`config.mk`:
```
export PLATFORM = sky130hd
export DESIGN_NAME = rsp_s2_prep_ahbic_out_stage
export DESIGN_NICKNAME = d
export VERILOG_FILES = /design/src/rtl/rsp_s2_prep_ahbic_pkg.sv /design/src/rtl/rsp_s2_prep_ahbic_arb_rr.sv /design/src/rtl/rsp_s2_prep_ahbic_out_stage.sv
export SDC_FILE = /design/constraint.sdc
export NUM_CORES = 1
export LEC_CHECK = 0
export ABC_AREA = 1
export CORE_AREA = 10 10 146 148
export CTS_CLUSTER_SIZE = 30
export DETAILED_ROUTE_END_ITERATION = 16
export DIE_AREA = 0 0 156 158
export PLACE_DENSITY_LB_ADDON = 0.2
export SYNTH_ARGS = -nofsm -noshare
export SYNTH_HDL_FRONTEND = slang
export SYNTH_SLANG_ARGS = --single-unit
export TNS_END_PERCENT = 20
```
`constraint.sdc`:
```
create_clock -name HCLK -period 7.7 [get_ports HCLK]
set_clock_uncertainty 0.2 [all_clocks]
set_input_delay 1.925 -clock HCLK [delete_from_list [all_inputs] [get_ports HCLK]]
set_output_delay 1.925 -clock HCLK [all_outputs]
set_load 0.005 [all_outputs]
```
`src/rtl/rsp_s2_prep_ahbic_pkg.sv`:
```
// rtl/rsp_s2_prep_ahbic_pkg.sv - shared AHB encodings and port-index types for the bus-matrix output stage
package rsp_s2_prep_ahbic_pkg;

    typedef enum logic [1:0] {
        TRANS_IDLE   = 2'b00,
        TRANS_BUSY   = 2'b01,
        TRANS_NONSEQ = 2'b10,
        TRANS_SEQ    = 2'b11
    } htrans_e;

    typedef enum logic [1:0] {
        RESP_OKAY  = 2'b00,
        RESP_ERROR = 2'b01
    } hresp_e;

    localparam int unsigned NUM_PORTS = 3;
    localparam int unsigned PORT_W    = 2;

    typedef logic [PORT_W-1:0] port_idx_t;

    localparam port_idx_t  NO_PORT        = 2'd3;
    localparam port_idx_t  LAST_GRANT_RST = 2'd2;
    localparam logic [2:0] BURST_SINGLE   = 3'b000;
    localparam logic [2:0] BURST_INCR4    = 3'b011;

    // Port that is k positions after p in round-robin order.
    function automatic port_idx_t rr_next(input port_idx_t p, input int unsigned k);
        int unsigned s;
        s = (32'(p) + k) % NUM_PORTS;
        return port_idx_t'(s);
    endfunction

endpackage

```
`src/rtl/rsp_s2_prep_ahbic_arb_rr.sv`:
```
// rtl/rsp_s2_prep_ahbic_arb_rr.sv - combinational 3-way round-robin arbiter with hold
module rsp_s2_prep_ahbic_arb_rr
    import rsp_s2_prep_ahbic_pkg::*;
(
    input  logic [NUM_PORTS-1:0] req,
    input  port_idx_t            last_grant,
    input  logic                 hold,
    output port_idx_t            next_owner
);

    port_idx_t cand;
    logic      found;

    // While holding, the owner is always the last granted port.
    always_comb begin
        next_owner = NO_PORT;
        cand       = NO_PORT;
        found      = 1'b0;
        if (hold) begin
            next_owner = last_grant;
        end else begin
            for (int unsigned k = 1; k <= NUM_PORTS; k++) begin
                cand = rr_next(last_grant, k);
                if (!found && req[cand]) begin
                    next_owner = cand;
                    found      = 1'b1;
                end
            end
        end
    end

endmodule

```
`src/rtl/rsp_s2_prep_ahbic_out_stage.sv`:
```
// rtl/rsp_s2_prep_ahbic_out_stage.sv - AHB bus-matrix output stage: arbitrates three input stages onto one slave port
module rsp_s2_prep_ahbic_out_stage
    import rsp_s2_prep_ahbic_pkg::*;
#(
    parameter int NUM_SI = 3,
    parameter int AW     = 32,
    parameter int DW     = 32
) (
    input  logic          HCLK,
    input  logic          HRESETn,

    input  logic          sel_op_0,
    input  logic [AW-1:0] addr_op_0,
    input  logic [1:0]    trans_op_0,
    input  logic          write_op_0,
    input  logic [2:0]    size_op_0,
    input  logic [2:0]    burst_op_0,
    input  logic [3:0]    prot_op_0,
    input  logic          mastlock_op_0,
    input  logic [DW-1:0] wdata_op_0,
    output logic          active_op_0,

    input  logic          sel_op_1,
    input  logic [AW-1:0] addr_op_1,
    input  logic [1:0]    trans_op_1,
    input  logic          write_op_1,
    input  logic [2:0]    size_op_1,
    input  logic [2:0]    burst_op_1,
    input  logic [3:0]    prot_op_1,
    input  logic          mastlock_op_1,
    input  logic [DW-1:0] wdata_op_1,
    output logic          active_op_1,

    input  logic          sel_op_2,
    input  logic [AW-1:0] addr_op_2,
    input  logic [1:0]    trans_op_2,
    input  logic          write_op_2,
    input  logic [2:0]    size_op_2,
    input  logic [2:0]    burst_op_2,
    input  logic [3:0]    prot_op_2,
    input  logic          mastlock_op_2,
    input  logic [DW-1:0] wdata_op_2,
    output logic          active_op_2,

    output logic          readyout_op,
    output logic [1:0]    resp_op,
    output logic [DW-1:0] rdata_op,

    output logic          HSELM,
    output logic [AW-1:0] HADDRM,
    output logic [1:0]    HTRANSM,
    output logic          HWRITEM,
    output logic [2:0]    HSIZEM,
    output logic [2:0]    HBURSTM,
    output logic [3:0]    HPROTM,
    output logic          HMASTLOCKM,
    output logic [DW-1:0] HWDATAM,
    output logic          HREADYMUXM,
    input  logic          HREADYOUTM,
    input  logic [1:0]    HRESPM,
    input  logic [DW-1:0] HRDATAM
);

    logic          sel_a   [NUM_SI];
    logic [AW-1:0] addr_a  [NUM_SI];
    logic [1:0]    trans_a [NUM_SI];
    logic          write_a [NUM_SI];
    logic [2:0]    size_a  [NUM_SI];
    logic [2:0]    burst_a [NUM_SI];
    logic [3:0]    prot_a  [NUM_SI];
    logic          lock_a  [NUM_SI];
    logic [DW-1:0] wdata_a [NUM_SI];

    assign sel_a   = '{sel_op_0, sel_op_1, sel_op_2};
    assign addr_a  = '{addr_op_0, addr_op_1, addr_op_2};
    assign trans_a = '{trans_op_0, trans_op_1, trans_op_2};
    assign write_a = '{write_op_0, write_op_1, write_op_2};
    assign size_a  = '{size_op_0, size_op_1, size_op_2};
    assign burst_a = '{burst_op_0, burst_op_1, burst_op_2};
    assign prot_a  = '{prot_op_0, prot_op_1, prot_op_2};
    assign lock_a  = '{mastlock_op_0, mastlock_op_1, mastlock_op_2};
    assign wdata_a = '{wdata_op_0, wdata_op_1, wdata_op_2};

    port_idx_t         addr_in_port;
    port_idx_t         data_in_port;
    port_idx_t         last_grant;
    port_idx_t         next_owner;
    port_idx_t         owner;
    logic              hold;
    logic [NUM_SI-1:0] req;

    always_comb begin
        req = '0;
        for (int i = 0; i < NUM_SI; i++) begin
            req[i] = sel_a[i] && (trans_a[i] != TRANS_IDLE);
        end
    end

    // A NONSEQ only keeps the grant when it opens a multi-beat burst.
    always_comb begin
        hold = 1'b0;
        for (int i = 0; i < NUM_SI; i++) begin
            if (addr_in_port == port_idx_t'(i)) begin
                hold = (trans_a[i] == TRANS_SEQ) || (trans_a[i] == TRANS_BUSY) || lock_a[i]
                    || ((trans_a[i] == TRANS_NONSEQ) && sel_a[i] && (burst_a[i] != BURST_SINGLE));
            end
        end
    end

    rsp_s2_prep_ahbic_arb_rr u_arb (
        .req        (req),
        .last_grant (last_grant),
        .hold       (hold),
        .next_owner (next_owner)
    );

    // Idle port: the fresh winner drives the bus in the same cycle, never while in reset.
    always_comb begin
        if (addr_in_port == NO_PORT) begin
            owner = (HREADYOUTM && HRESETn) ? next_owner : NO_PORT;
        end else begin
            owner = addr_in_port;
        end
    end

    assign active_op_0 = (owner == 2'd0);
    assign active_op_1 = (owner == 2'd1);
    assign active_op_2 = (owner == 2'd2);

    always_comb begin
        HSELM      = 1'b0;
        HADDRM     = '0;
        HTRANSM    = TRANS_IDLE;
        HWRITEM    = 1'b0;
        HSIZEM     = '0;
        HBURSTM    = '0;
        HPROTM     = '0;
        HMASTLOCKM = 1'b0;
        for (int i = 0; i < NUM_SI; i++) begin
            if (owner == port_idx_t'(i)) begin
                HSELM      = sel_a[i];
                HADDRM     = addr_a[i];
                HTRANSM    = trans_a[i];
                HWRITEM    = write_a[i];
                HSIZEM     = size_a[i];
                HBURSTM    = burst_a[i];
                HPROTM     = prot_a[i];
                HMASTLOCKM = lock_a[i];
            end
        end
    end

    always_comb begin
        HWDATAM = '0;
        for (int i = 0; i < NUM_SI; i++) begin
            if (data_in_port == port_idx_t'(i)) begin
                HWDATAM = wdata_a[i];
            end
        end
    end

    assign HREADYMUXM  = HREADYOUTM;
    assign readyout_op = HREADYOUTM;
    assign resp_op     = HRESPM;
    assign rdata_op    = HRDATAM;

    // A stalled slave freezes both the address and data phase ownership.
    always_ff @(posedge HCLK or negedge HRESETn) begin
        if (!HRESETn) begin
            addr_in_port <= NO_PORT;
            data_in_port <= NO_PORT;
            last_grant   <= LAST_GRANT_RST;
        end else if (HREADYOUTM) begin
            addr_in_port <= next_owner;
            data_in_port <= HSELM ? owner : NO_PORT;
            if (next_owner != NO_PORT) begin
                last_grant <= next_owner;
            end
        end
    end

endmodule
```
==> impl_metrics.csv <==
group,metric,value,unit
status,status,"completed",
synth,syn-num-nets,763,
route,drc,0,
route,dr.pass1.iters,5,
min_path,hp-start,"data_in_port[0]",
power_and_ir_drop,p_leak,0.002349,uW
timing,final-setup-viol-count,0,
clocking,cts_resized,0,
clocking,cts_tree,"built",
min_path,hold_path_class,"reg2reg",
timing,fin_tns_setup,0,ps
synth,yosysSeqAreaShare,0.06541,
clocking,postCtsSetupBuffers,0,
timing,finalHoldViolations,0,
synth,synth_edf_count,0,
min_path,min_path_cells,2,
flow_run,maxCapViolations,0,
synth,synth_ff_type,"dfstp_2",
clocking,cts_max_level,1,
synth,synthCells,485,
place,hpwl,14.43,mm
worst_setup_path,cp.required,5580,ps
place,port_buffers,323,
synth,synthArstFlopShare,1.000,
timing,min_period_over_period,0.9056,
worst_setup_path,worstSetupEndpointType,"primary output",
worst_setup_path,regToRegStartpoint,"last_grant[0]",
route,via_per_inst,3.977,
clocking,clk_root_buffer_cell,"clkbuf_16",
finish,fillers,2031,
timing,clock.fmax,143.4,MHz
synth,ys.warnings.count,0,
finish,final_cell_area,0.005653,mm2
worst_setup_path,crit_path_start_kind,"input pin",
place,place_area,0.005574,mm2
worst_setup_path,r2r_cells,15,
timing,holdWs,313.2,ps
finish,syn2layout_area_growth,136.4,%
global_routing,antenna_found_initial,0,
global_routing,grt_pass1_vias,4112,
min_path,hold_end,"data_in_port[0]",
route,drt_iter0_markers,160,
global_routing,overflow,0,
timing,slew_violations,0,
global_routing,grt_pass1_wl,23.61,mm
route,vias,3945,
synth,syn_area,0.002391,mm2
global_routing,grt_use_total,0.1213,
timing,rsz0062_at_grt,"no",
clocking,clkTransAtPathRegs,30,ps
floorplan,die_area,0.02465,mm2
floorplan,die_w,156,um
finish,diodes,0,
finish,nNetsFinal,1037,
route,final_antenna_net_count,0,
floorplan,core,0.01846,mm2
worst_setup_path,critPathKind,"in2out",
route,wire_per_inst,16.92,um
timing,max-slew-margin-rel,0.2959,
route,totalWireLength,16.79,mm
floorplan,io_pins,392,
worst_setup_path,timing.rr.end,"data_in_port[0]",
worst_setup_path,cp.arrival,4850,ps
floorplan,fp.dieH,158,um
floorplan,initial_core_util,0.1296,
timing,tightest_slew,1055,ps
synth,synth_seq_cells,6,
power_and_ir_drop,vdd_drop_max,133.0,uV
floorplan,fp-row-count,50,
clocking,cts_hold_buffers,0,
synth,synth.distinct_cells,26,
worst_setup_path,r2r_setup_slack,5150,ps
global_routing,grt_max_degree,47,
clocking,cts_made_buffers,3,
synth,synth.avg_cell_area,4.930,um2
worst_setup_path,crit_fanout,46,
clocking,clkLatencyLatePin,230,ps
finish,drive_gt1_frac,0.03958,
place,place.gp.congestion,0.8048,
clocking,clockBufferDepth,2,
timing,fin_crit,6973,ps
power_and_ir_drop,p_per_area,299.1,mW/mm2
clocking,clock-sinks,6,
## layout make-up
class | instances | area, um2 | share of cell area
repair buffers | 328 | 3296 | 0.5830
multi-input cells | 398 | 1747 | 0.3090
well taps | 234 | 292.8 | 0.05179
flip-flops and latches | 6 | 156.4 | 0.02767
inverters | 22 | 82.58 | 0.01461
clock buffers | 4 | 78.83 | 0.01394
## sequential cells by signal, summed over array words and instances (netlist names)
signal        cells
data_in_port      2
last_grant        2
addr_in_port      2
## worst max-delay path, cell delays in order
cell	delay, ps
clkdlybuf4s50_1	530
nand2_1	110
nand3_1	120
nand2_1	60
nand2_1	70
nand2_2	70
o21bai_1	120
nand2_1	80
nand3_2	70
nand3_2	70
nand2_2	130
inv_2	70
nor2_4	90
buf_4	430
nand2_1	210
nand3_1	130
clkdlybuf4s50_1	520
## cells by family (layout without fill, tap and decap cells)
| family | after synthesis | after routing | share of synthesized area |
|---|---|---|---|
| AO/OA/AOI/OAI | 11 | 11 | 0.02669 |
| AND/OR/NAND/NOR | 383 | 383 | 0.6787 |
| buffers and inverters | 81 | 354 | 0.2083 |
| flip-flops | 6 | 6 | 0.06541 |
| adder cells (fa/ha/maj) | 4 | 4 | 0.02093 |
## Yosys cell counts, types with 2 or more instances
| cell type | count | area share |
|---|---|---|
| a21oi_1 | 3 | 0.0063 |
| o21ai_0 | 2 | 0.0042 |
| buf_6 | 5 | 0.024 |
| dfstp_2 | 5 | 0.055 |
| inv_2 | 5 | 0.0079 |
| buf_2 | 5 | 0.010 |
| nor2_1 | 10 | 0.016 |
| buf_4 | 40 | 0.13 |
| nand3_1 | 99 | 0.21 |
| o21ai_1 | 2 | 0.0042 |
| nand2_2 | 3 | 0.0079 |
| clkbuf_1 | 9 | 0.014 |
| nand3_2 | 4 | 0.017 |
| ha_1 | 4 | 0.021 |
| inv_1 | 17 | 0.027 |
| nand4_1 | 3 | 0.0079 |
| nor3_1 | 3 | 0.0063 |
| nand2_1 | 258 | 0.41 |
## per-stage QoR
step                cells  utilization  power, uW  setup WS (ps)
global placement      988       0.3020       1654          721.4
CTS                   992       0.3063       1735          682.4
finish                992       0.3063       1691          726.6
floorplan             485            -      775.8           2359
global route          992       0.3063       1858          498.4
detailed placement    988       0.3020       1638          678.1
## layer usage
layer  track usage  vias up  wire length, um
li1              -     2051                -
met1        0.1248     1641             6238
met2        0.2207      229             8322
met3       0.05536       24             1945
met4       0.02608        0              280
met5             0        -                0
## cell usage in the layout, fill, tap and decap left out, types with 3 or more instances in the layout
master             n
nand3_2            4
nor2_1             8
inv_1             17
nand4_1            3
nand2_1          258
buf_4              3
a21oi_1            3
clkbuf_16          3
dfstp_2            5
nor3_1             3
inv_2              5
clkdlybuf4s50_1  323
ha_1               4
nand3_1           99
nand2_2            3
## how the worst max path moves through the flow
stage                        from    endpoint  slack (ps)
floorplan           burst_op_1[0]   HADDRM[0]        2360
global placement    trans_op_0[0]  HADDRM[28]         720
detailed placement  trans_op_0[0]  HADDRM[28]         680
CTS                 trans_op_0[0]  HADDRM[28]         680
global route             sel_op_0  HBURSTM[2]         500
finish              trans_op_0[0]  HADDRM[28]         730
## where the power goes
part           switching (uW)  internal, uW  leakage (uW)
Sequential               18.2          57.0     0.0000645
Combinational             729           801       0.00225
Clock                    17.9          68.7     0.0000382
Power figures use the tool's default switching activity.
